## config.mk

```make
export PLATFORM = sky130hd
export DESIGN_NAME = emperor_axi_lite_regs
export DESIGN_NICKNAME = d
export VERILOG_FILES = /design/src/rtl/emperor_axi_lite_regs.sv
export SDC_FILE = /design/constraint.sdc
export NUM_CORES = 1
export LEC_CHECK = 0
export CAP_MARGIN = 15
export CORE_MARGIN = 2
export CORE_UTILIZATION = 50
export DETAILED_ROUTE_END_ITERATION = 7
export PLACE_DENSITY = 0.81
export SKIP_CTS_REPAIR_TIMING = 1
export SYNTH_ARGS = -nofsm -noshare
export SYNTH_HDL_FRONTEND = slang
export SYNTH_SLANG_ARGS = --single-unit
```

## constraint.sdc

```tcl
create_clock -name aclk -period 41.2 [get_ports aclk]
set_input_delay 8.24 -clock aclk [delete_from_list [all_inputs] [get_ports aclk]]
set_output_delay 8.24 -clock aclk [all_outputs]
set_load 0.01 [all_outputs]
```

## src/rtl/emperor_axi_lite_regs.sv

```systemverilog
// emperor_axi_lite_regs: AXI4-Lite slave exposing NUM_REGS byte-writable 32-bit registers.
module emperor_axi_lite_regs #(
    parameter int          NUM_REGS  = 8,
    parameter logic [31:0] RESET_VAL = 32'h0
) (
    input  logic                   aclk,
    input  logic                   arst,
    input  logic [31:0]            S_AXI_awaddr,
    input  logic [2:0]             S_AXI_awprot,
    input  logic                   S_AXI_awvalid,
    output logic                   S_AXI_awready,
    input  logic [31:0]            S_AXI_wdata,
    input  logic [3:0]             S_AXI_wstrb,
    input  logic                   S_AXI_wvalid,
    output logic                   S_AXI_wready,
    output logic [1:0]             S_AXI_bresp,
    output logic                   S_AXI_bvalid,
    input  logic                   S_AXI_bready,
    input  logic [31:0]            S_AXI_araddr,
    input  logic [2:0]             S_AXI_arprot,
    input  logic                   S_AXI_arvalid,
    output logic                   S_AXI_arready,
    output logic [31:0]            S_AXI_rdata,
    output logic [1:0]             S_AXI_rresp,
    output logic                   S_AXI_rvalid,
    input  logic                   S_AXI_rready,
    output logic [NUM_REGS*32-1:0] reg_q,
    output logic [NUM_REGS-1:0]    reg_wr_stb
);
    typedef enum logic [1:0] {W_IDLE, W_HAVE_A, W_HAVE_D, W_RESP} w_state_t;
    typedef enum logic {R_IDLE, R_DATA} r_state_t;
    w_state_t w_state, w_next;
    r_state_t r_state, r_next;
    logic [31:0] regs [NUM_REGS];
    logic [29:0] aw_idx_q, wr_idx;
    logic [31:0] wdata_q, wr_data, rd_val;
    logic [3:0] wstrb_q, wr_strb;
    logic [NUM_REGS-1:0] wr_onehot;
    logic aw_hs, w_hs, ar_hs, commit, wr_in_range, rd_in_range;
    logic unused;
    assign unused = ^{S_AXI_awprot, S_AXI_arprot, S_AXI_awaddr[1:0], S_AXI_araddr[1:0]};
    assign aw_hs = S_AXI_awvalid && S_AXI_awready;
    assign w_hs = S_AXI_wvalid && S_AXI_wready;
    assign ar_hs = S_AXI_arvalid && S_AXI_arready;
    // The final handshake's values bypass the holding registers so commit happens on that edge.
    assign wr_idx = aw_hs ? S_AXI_awaddr[31:2] : aw_idx_q;
    assign wr_data = w_hs ? S_AXI_wdata : wdata_q;
    assign wr_strb = w_hs ? S_AXI_wstrb : wstrb_q;
    assign commit = (w_next == W_RESP) && (w_state != W_RESP);
    assign wr_in_range = wr_idx < 30'(NUM_REGS);
    assign rd_in_range = S_AXI_araddr[31:2] < 30'(NUM_REGS);
    always_comb begin
        w_next = w_state;
        case (w_state)
            W_IDLE:   w_next = (aw_hs && w_hs) ? W_RESP : aw_hs ? W_HAVE_A : w_hs ? W_HAVE_D : W_IDLE;
            W_HAVE_A: w_next = w_hs ? W_RESP : W_HAVE_A;
            W_HAVE_D: w_next = aw_hs ? W_RESP : W_HAVE_D;
            default:  w_next = (S_AXI_bvalid && S_AXI_bready) ? W_IDLE : W_RESP;
        endcase
        r_next = (r_state == R_IDLE) ? (ar_hs ? R_DATA : R_IDLE)
                                     : ((S_AXI_rvalid && S_AXI_rready) ? R_IDLE : R_DATA);
        rd_val = '0;
        wr_onehot = '0;
        for (int i = 0; i < NUM_REGS; i++) begin
            if (S_AXI_araddr[31:2] == 30'(i)) rd_val = regs[i];
            wr_onehot[i] = commit && wr_in_range && (wr_idx == 30'(i));
        end
    end
    always_ff @(posedge aclk or posedge arst) begin
        if (arst) begin
            w_state       <= W_IDLE;
            r_state       <= R_IDLE;
            S_AXI_awready <= 1'b0;
            S_AXI_wready  <= 1'b0;
            S_AXI_arready <= 1'b0;
            S_AXI_bvalid  <= 1'b0;
            S_AXI_rvalid  <= 1'b0;
            S_AXI_bresp   <= 2'b00;
            S_AXI_rresp   <= 2'b00;
            S_AXI_rdata   <= '0;
            reg_wr_stb    <= '0;
            aw_idx_q      <= '0;
            wdata_q       <= '0;
            wstrb_q       <= '0;
        end else begin
            w_state       <= w_next;
            r_state       <= r_next;
            S_AXI_awready <= (w_next == W_IDLE) || (w_next == W_HAVE_D);
            S_AXI_wready  <= (w_next == W_IDLE) || (w_next == W_HAVE_A);
            S_AXI_bvalid  <= w_next == W_RESP;
            S_AXI_arready <= r_next == R_IDLE;
            S_AXI_rvalid  <= r_next == R_DATA;
            reg_wr_stb    <= wr_onehot;
            if (aw_hs) aw_idx_q <= S_AXI_awaddr[31:2];
            if (w_hs) begin
                wdata_q <= S_AXI_wdata;
                wstrb_q <= S_AXI_wstrb;
            end
            if (commit) S_AXI_bresp <= wr_in_range ? 2'b00 : 2'b10;
            if (ar_hs) begin
                S_AXI_rdata <= rd_in_range ? rd_val : 32'h0;
                S_AXI_rresp <= rd_in_range ? 2'b00 : 2'b10;
            end
        end
    end
    always_ff @(posedge aclk or posedge arst) begin
        if (arst) begin
            for (int i = 0; i < NUM_REGS; i++) regs[i] <= RESET_VAL;
        end else begin
            for (int i = 0; i < NUM_REGS; i++)
                for (int b = 0; b < 4; b++)
                    if (wr_onehot[i] && wr_strb[b]) regs[i][8*b+:8] <= wr_data[8*b+:8];
        end
    end
    for (genvar i = 0; i < NUM_REGS; i++) begin : g_q
        assign reg_q[32*i+:32] = regs[i];
    end
endmodule

```

==> impl_results.md, run 1 <==
- Dpl hpwl: 35160 um
- Initial antenna violation count: 2
- First-pass DRT Iterations: 5
- FFs w/ async S/R, synth: 1.000
- Setup Viol. Count Final: 0
- First-pass GRT wire length: 81170 um
- YS warnings: 0
- Number of flops mapped to enable cells by yosys: 0
- Largest net degree at the start of global routing: 83
- Met3 Use GR: 0.07504
- Sink Count: 371
- Drt drc: 0
- Skew final: 0.01262 ns
- Commonest non-fill, non-tap cell in the layout: clkdlybuf4s50_1
- CP Buf/Inv Count: 3
- Vias per std cell: 5.997
- Clock root buffer: clkbuf_16
- CP max stage delay: 0.67 ns
- CTS H-Tree Depth: 2
- Post-Syn Area: 16630 um2
- Status: finished clean
- Layout cells sized above 1: 0.2750
- Slowest cell on crit path: clkdlybuf4s50_1
- Pwr/cell area: 41.73 nW/um2
- Hold Fails Final Rpt: 0
- Vias in the first global route: 13465
- Max IR drop VDD: 0.03777 mV
- CTS tree: done
- Synthesized instance count: 1289
- Via count: 12935
- Row count: 66
- All-Layer GR Usage: 0.3019
- Most used cell, CP: buf_4
- Nets: 1797
- GRT met2 Usage: 0.5016
- Worst setup SP type: input pin
- Starting Density: 0.5099
- Lkg Pwr: 9.975 nW
- Crit share post-route: 0.2752
- Slew @ Worst Pin: 1.046 ns
- Die span in x: 186.4 um
- Port Buffers: 405
- Distinct cell type count after synthesis: 46
- Final Critical Period: 11.34 ns
- Gpl congestion: 0.8494
- Core Region: 32620 um2
- Clk Latency, worst-skew pair: 0.51 ns
- Crit-path leading delay family: buffers and inverters
- Worst-path clk slew: 0.06 ns
- Grt total ovfl: 0
- Most used DFF post-synth: dfrtp_1
- Crit-path cells: clkdlybuf4s50_1 > nand2_1 > buf_4 > nand3_1 > a211oi_4 > buf_4 > nand4_1 > mux2_2
- RSZ-0062 raised after global routing: no
- Register area share after synthesis: 0.5582
- Hold Crit Class: flip-flop to flip-flop
- CP Capture Type: flip-flop
- Yosys reg bits: 371
- Worst Path Arrival: 11.73 ns
- Clock Path Buffers: 3
- Placed inst area: 21130 um2
- Post-Route WL: 52990 um
- Final setup TNS: 0 ns
- Max FO, Critical Path: 33
- Max Fclk: 0.08819 GHz
- Die outline area: 34740 um2
- Critical Path RT: 41.59 ns
- ANT nets after route: 0
- Synthesized area per cell: 12.90 um2
- Cts bufs inserted: 40
- Slew Limit Fails: 0
- Die height: 186.4 um
- MaxCap Viol Count: 0
- Layout area overhead: 34.81%
- Met1 Use GR: 0.3837
- Starting DRT DRC Count: 991
- Slew margin rel.: 0.3026
- Top Usage Layer GRT: met2
- Crit Path Category: input pin to flip-flop
- Drt wl/cell: 24.57 um
- Design Area, Final: 22420 um2
- Num ports: 418
- Most frequent cells in the layout: clkdlybuf4s50_1, dfrtp_1, mux2_2
## power breakdown
part	total, mW	internal, mW	switching, mW
clock	0.346	0.207	0.140
combinational	0.172	0.0597	0.112
sequential	0.417	0.401	0.0169
total	0.936	0.667	0.269
## through the flow
step,utilization,setup WS (ns),instances,total power [mW],hold slack [ns]
final,0.6874,29.86,2157,0.9357,0.4927
after global routing,0.6874,29.68,2157,0.9742,0.5195
after CTS,0.6869,29.95,2154,0.9384,0.4998
after detailed placement,0.6478,29.42,2083,0.5930,0.4841
after global placement,0.6478,29.52,2083,0.5855,0.4821
after floorplan,-,22.66,1290,0.5294,0.4798
## path summary, 6_finish.rpt
kind                            startpoint  slack, ns  depth (start not counted)               to
max                          S_AXI_awvalid      29.86                          8       reg_q[183]
min                        S_AXI_rdata[12]       0.49                          2  S_AXI_rdata[12]
min in group asynchronous             arst       8.17                          2     aw_idx_q[27]
max reg2reg                  S_AXI_awready      37.76                          7       reg_q[183]
min reg2reg                S_AXI_rdata[12]       0.49                          2  S_AXI_rdata[12]
max in group asynchronous             arst      30.55                          4      wdata_q[18]
## cell type report
cell class	count	area, um2
clock buffer	69	1261
fill	2331	10200
timing repair buffer	424	4190
sequential	371	9284
clock inverter	2	12.51
multi-input combinational	818	6999
tap	442	553.0
antenna	2	5.005
inverter	29	116.4
## cells by family after synthesis
family          after synthesis  share of synthesized area
simple gates                184                    0.06545
compound gates              266                     0.1047
mux                         366                     0.2470
other cells                   1                  0.0002255
buf+inv                     101                    0.02437
flops                       371                     0.5582
## metal layers
layer	share of wire	routed length (um)
met1	0.39	20920
met2	0.48	25590
met3	0.087	4616
met4	0.035	1864
met5	0	0
## synthesized netlist by cell type (4+ instances only)
cell      instances  area [um2]
nand3_1           9       45.04
a21oi_1          71       355.3
a221oi_1         11       96.34
o21ai_0          38       190.2
clkbuf_1         60       225.2
nand2_1          59       221.5
nor2_1           11       41.29
nor2b_1           6       37.54
nor3_1           35       175.2
buf_2             6       30.03
o22ai_1          15       93.84
o211ai_1         33       247.7
a21o_1           18       135.1
nand3_2          20       200.2
nand4_1           9       56.30
a22oi_1          63       473.0
inv_1            29       108.9
nor4_1           15       93.84
buf_4             5       37.54
mux2_2          353        3975
mux2i_1          10       100.1
dfrtp_1         371        9284
a211oi_1          4       30.03
nand4_4           4       85.08
## sequential cells by signal (all words and copies together) (netlist names), 2 cells and up
signal,cells
S_AXI_rdata,32
aw_idx_q,30
reg_q,256
reg_wr_stb,8
w_state,2
wdata_q,32
wstrb_q,4
## tightest hold or removal path, stage by stage, from the launching register on
cell	delay (ns)
dfrtp_1	0.35
nand2_1	0.05
o21ai_0	0.06
Note: power is estimated with default switching activity, not from simulation.
==> run 2, diff against run 1 <==
Clock period 41.2 ns to 11.1 ns, I/O delays scaled along.
==> impl_results.md, run 2 (synthesis gave the netlist of run 1 again) <==
- Die outline area: 34740 um2 (unchanged)
- Drt drc: 0 (unchanged)
- CP Capture Type: flip-flop (unchanged)
- Final Worst Setup Slack: 5.685 ns (was 29.86 ns)
- Status: finished clean (unchanged)
- First-pass DRT Iterations: 5 (unchanged)
- Critical Path RT: 11.51 ns (was 41.59 ns)
- Largest net degree at the start of global routing: 150 (was 83)
- Starting DRT DRC Count: 901 (was 991)
- ANT nets after route: 0 (unchanged)
- Worst-path clk slew: 0.07 ns (was 0.06 ns)
- Pwr/cell area: 159.6 nW/um2 (was 41.73 nW/um2)
- Vias per std cell: 5.975 (was 5.997)
- Dpl hpwl: 35250 um (was 35160 um)
- Hold Crit Class: flip-flop to flip-flop (unchanged)
- Final std cells w/o fill: 2158 (was 2157)
- Initial antenna violation count: 2 (unchanged)
- Nets: 1798 (was 1797)
- Grt total ovfl: 0 (unchanged)
- Row count: 66 (unchanged)
- CP max stage delay: 0.80 ns (was 0.67 ns)
- Crit share post-route: 0.4878
- Cts bufs inserted: 40 (unchanged)
- Area occupied by multi-input gates: 6999 um2 (unchanged)
- CTS tree: done (unchanged)
- Max reg flops: 256 (unchanged)
- Final setup TNS: 0 ns (unchanged)
- Hold Fails Final Rpt: 0 (unchanged)
- Hold path startpoint: S_AXI_rdata[12] (unchanged)
- Worst Path Arrival: 5.83 ns (was 11.73 ns)
- Starting Density: 0.5099 (unchanged)
- Skew final: 0.01572 ns (was 0.01262 ns)
- Clock Path Buffers: 3 (unchanged)
- Pwr Total: 3.603 mW (was 935.7 uW)
- Placed Cells: 2084 (was 2083)
- Core Region: 32620 um2 (unchanged)
- Hold WS: 0.4806 ns (was 0.4927 ns)
- Vias in the first global route: 13471 (was 13465)
- Final Critical Period: 5.415 ns
- Max Fclk: 0.1847 GHz
- Die span in x: 186.4 um (unchanged)
- Max FO, Critical Path: 22 (was 33)
- First-pass GRT wire length: 81960 um (was 81170 um)
- Max IR drop VDD: 0.1126 mV (was 0.03777 mV)
- MaxCap Viol Count: 0 (unchanged)
- Layout cells sized above 1: 0.2810 (was 0.2750)
- Setup Viol. Count Final: 0 (unchanged)
- Crit-path cells: clkdlybuf4s50_1 > nand2_1 > buf_16 > mux2i_2 > buf_4 > inv_1 > nor3_1 > nand3_1 > mux2_2 (was clkdlybuf4s50_1 > nand2_1 > buf_4 > nand3_1 > a211oi_4 > buf_4 > nand4_1 > mux2_2)
- Worst setup SP type: input pin (unchanged)
- Crit Path Category: input pin to flip-flop (unchanged)
- Via count: 12894 (was 12935)
- Commonest non-fill, non-tap cell in the layout: clkdlybuf4s50_1 (unchanged)
- Final core occ: 0.6919 (was 0.6874)
- Lkg Pwr: 10.05 nW (was 9.975 nW)
- Sink Count: 371 (unchanged)
- Placed inst area: 21150 um2 (was 21130 um2)
- All-Layer GR Usage: 0.3057 (was 0.3019)
- Most frequent cells in the layout: clkdlybuf4s50_1, dfrtp_1, mux2_2 (unchanged)
- Clock root buffer: clkbuf_16 (unchanged)
- Drt wl/cell: 24.89 um (was 24.57 um)
- Layout area overhead: 35.70% (was 34.81%)
- Clk Latency, worst-skew pair: 0.53 ns (was 0.51 ns)
- Gpl congestion: 0.8582 (was 0.8494)
- Register Area: 9284 um2 (unchanged)
- Slowest cell on crit path: clkdlybuf4s50_1 (unchanged)
- Slew Limit Fails: 0 (unchanged)
- Filler Cells Inserted: 2310 (was 2331)
- Post-Place Worst Slack: 4.742 ns (was 29.42 ns)
- Post-Route WL: 53710 um (was 52990 um)
- Num ports: 418 (unchanged)
- Slew margin rel.: 0.2673 (was 0.3026)
- CTS H-Tree Depth: 2 (unchanged)
- Slew @ Worst Pin: 1.097 ns (was 1.046 ns)
- R2R Path Start: S_AXI_awready (unchanged)
- Worst Setup SP: S_AXI_awvalid (unchanged)
- Design Area, Final: 22570 um2 (was 22420 um2)
- RSZ-0062 raised after global routing: no (unchanged)
- Die height: 186.4 um (unchanged)
- Port Buffers: 405 (unchanged)
## run 2: critical path, delay by kind of cell
| kind | cells | cell delay (ns) |
|---|---|---|
| buffers and inverters | 4 | 1.74 |
| muxes | 2 | 0.66 |
| and+or+nand+nor | 3 | 1.16 |
## run 2: area by class of cell
type | instances | share of cell area
Timing Repair Buffer | 425 | 0.1873
Multi-Input combinational cell | 818 | 0.3101
Sequential cell | 371 | 0.4114
Inverter | 29 | 0.004989
Antenna cell | 1 | 0.0001109
Clock buffer | 56 | 0.05195
Tap cell | 442 | 0.02450
Clock inverter | 16 | 0.009702
## run 2: path summary, 6_finish.rpt
| check | endpoint | slack (ns) | depth (start not counted) |
|---|---|---|---|
| setup / recovery | reg_q[134] | 5.69 | 9 |
| hold / removal | S_AXI_rdata[12] | 0.48 | 2 |
| setup reg to reg | reg_q[134] | 7.52 | 8 |
| hold reg to reg | S_AXI_rdata[12] | 0.48 | 2 |
| max in group asynchronous | reg_q[72] | 7.07 | 4 |
| min in group asynchronous | wdata_q[29] | 2.15 | 2 |
## run 2: power by group
| group | switching [mW] | internal, mW | total (mW) |
|---|---|---|---|
| registers | 0.0631 | 1.49 | 1.55 |
| clock network | 0.548 | 0.855 | 1.40 |
| logic | 0.420 | 0.229 | 0.650 |
| total | 1.03 | 2.57 | 3.60 |
## run 2: layer usage
layer  vias to the layer above  part of all wire  global-route usage
met1                      6588              0.39              0.3791
li1                       5596                 -                   -
met2                       596              0.49              0.5123
met4                         2             0.033              0.1080
met5                         -           0.00015                   0
met3                       112             0.090             0.08783
==> run 3, diff against run 2 <==
Clock period 11.1 ns to 5.05 ns, I/O delays scaled along.
==> impl_results.md, run 3 (synthesis gave the netlist of run 1 again) <==
- Status: finished clean (unchanged)
- Setup Viol. Count Final: 0 (unchanged)
- Sink Count: 371 (unchanged)
- Most frequent cells in the layout: clkdlybuf4s50_1, dfrtp_1, mux2_2 (unchanged)
- Starting Density: 0.5099 (unchanged)
- Die outline area: 34740 um2 (unchanged)
- Post-Route WL: 53610 um (was 53710 um)
- Pwr/cell area: 344.9 nW/um2 (was 159.6 nW/um2)
- ANT nets after route: 0 (unchanged)
- Crit Path Category: input pin to flip-flop (unchanged)
- Placed Cells: 2093 (was 2084)
- Commonest non-fill, non-tap cell in the layout: clkdlybuf4s50_1 (unchanged)
- Vias per std cell: 6.005 (was 5.975)
- Slew margin rel.: 0.2144 (was 0.2673)
- Worst Path Arrival: 4.27 ns (was 5.83 ns)
- Starting DRT DRC Count: 884 (was 901)
- Cts bufs inserted: 40 (unchanged)
- Slew Limit Fails: 0 (unchanged)
- Layout area overhead: 35.80% (was 35.70%)
- Int Pwr: 5.540 mW (was 2.571 mW)
- Hold Crit Class: flip-flop to flip-flop (unchanged)
- MaxCap Viol Count: 0 (unchanged)
- Filler Cells Inserted: 2263 (was 2310)
- CTS tree: done (unchanged)
- Row count: 66 (unchanged)
- Slew @ Worst Pin: 1.176 ns (was 1.097 ns)
- Clock Path Buffers: 3 (unchanged)
- Final setup TNS: 0 ns (unchanged)
- Register Area: 9284 um2 (unchanged)
- Dpl hpwl: 36150 um (was 35250 um)
- Drt wl/cell: 24.74 um (was 24.89 um)
- Num ports: 418 (unchanged)
- Worst-path clk slew: 0.06 ns (was 0.07 ns)
- Largest net degree at the start of global routing: 126 (was 150)
- Max Fclk: 0.2585 GHz
- Gpl congestion: 0.8731 (was 0.8582)
- Vias in the first global route: 13921 (was 13471)
- Max IR drop VDD: 0.3034 mV (was 0.1126 mV)
- Drt drc: 0 (unchanged)
- Sw Share: 0.2889 (was 0.2864)
- Critical Path RT: 5.45 ns (was 11.51 ns)
- Crit share post-route: 0.7660
- Max FO, Critical Path: 15 (was 22)
- Met1 Use GR: 0.3748 (was 0.3791)
- Area occupied by multi-input gates: 6999 um2 (unchanged)
- Sw power: 2.250 mW (was 1.032 mW)
- GRT met2 Usage: 0.5175 (was 0.5123)
- Die height: 186.4 um (unchanged)
- Layout cells sized above 1: 0.2832 (was 0.2810)
- Initial antenna violation count: 1 (was 2)
- Final std cells w/o fill: 2167 (was 2158)
- Clk Latency, worst-skew pair: 0.53 ns (about the same)
- Hold WS: 0.5024 ns (was 0.4806 ns)
- Clk pwr share: 0.381 (was 0.390)
- Comb pwr share: 0.182 (was 0.180)
- Clock root buffer: clkbuf_16 (unchanged)
- First-pass GRT wire length: 82970 um (was 81960 um)
- CTS H-Tree Depth: 2 (unchanged)
- Port Buffers: 405 (unchanged)
- Met3 Use GR: 0.08539 (was 0.08783)
- Core Region: 32620 um2 (unchanged)
- Top Usage Layer GRT: met2 (unchanged)
- Final Critical Period: 3.869 ns
- Final Worst Setup Slack: 1.181 ns (was 5.685 ns)
- Via count: 13012 (was 12894)
- RSZ-0062 raised after global routing: no (unchanged)
- Max reg flops: 256 (unchanged)
- Grt total ovfl: 0 (unchanged)
- First-pass DRT Iterations: 5 (unchanged)
- Lkg Pwr: 10.07 nW (was 10.05 nW)
- All-Layer GR Usage: 0.3077 (was 0.3057)
- Seq pwr share: 0.437 (was 0.430)
- Hold Fails Final Rpt: 0 (unchanged)
- Die span in x: 186.4 um (unchanged)
- Worst setup SP type: input pin (unchanged)
- Post-Place Worst Slack: 0.7156 ns (was 4.742 ns)
- Skew final: 0.01315 ns (was 0.01572 ns)
- CP Capture Type: flip-flop (unchanged)
- Nets: 1806 (was 1798)
## run 3: worst max-delay path, stage by stage
cell and delay (ns):
clkdlybuf4s50_1 0.80, a21oi_1 0.20, a211o_1 0.37, a211oi_4 0.68, nand4_1 0.70, mux2_2 0.50
## run 3: path summary, 6_finish.rpt
path	start	to	slack (ns)	depth (start not counted)
min	r_state	r_state	0.50	1
min in group asynchronous	arst	aw_idx_q[24]	0.81	2
max reg2reg	S_AXI_awready	reg_q[181]	1.84	5
max in group asynchronous	arst	reg_q[53]	3.31	3
max	S_AXI_awvalid	reg_q[181]	1.18	6
min reg2reg	r_state	r_state	0.50	1
## run 3: cell type report
cell class	count	area share
timing repair buffer	433	0.1900
tap	442	0.02448
antenna	2	0.0002216
multi-input combinational	818	0.3099
sequential	371	0.4110
clock inverter	11	0.005318
inverter	29	0.004986
clock buffer	61	0.05407
## run 3: layer usage
metal	share of wire	up-vias
li1	-	5608
met1	0.38	6584
met2	0.49	670
met3	0.094	150
met4	0.039	0
met5	0	-
## run 3: metrics by stage
| step | utilization | power (mW) | instance area (um2) |
|---|---|---|---|
| CTS | 0.6923 | 7.816 | 22580 |
| global route | 0.6924 | 8.116 | 22580 |
| finish | 0.6924 | 7.790 | 22590 |
| global placement | 0.6512 | 4.798 | 21240 |
| detailed placement | 0.6512 | 4.858 | 21240 |
| floorplan | - | 4.320 | 16640 |
## run 3: power groups by stage
stage | clock, mW | sequential [mW] | combinational, mW
after floorplan | 0 | 3.42 | 0.905
after global placement | 0 | 3.44 | 1.36
after detailed placement | 0 | 3.45 | 1.40
after CTS | 3.00 | 3.40 | 1.41
after global routing | 3.14 | 3.44 | 1.54
final | 2.97 | 3.41 | 1.42
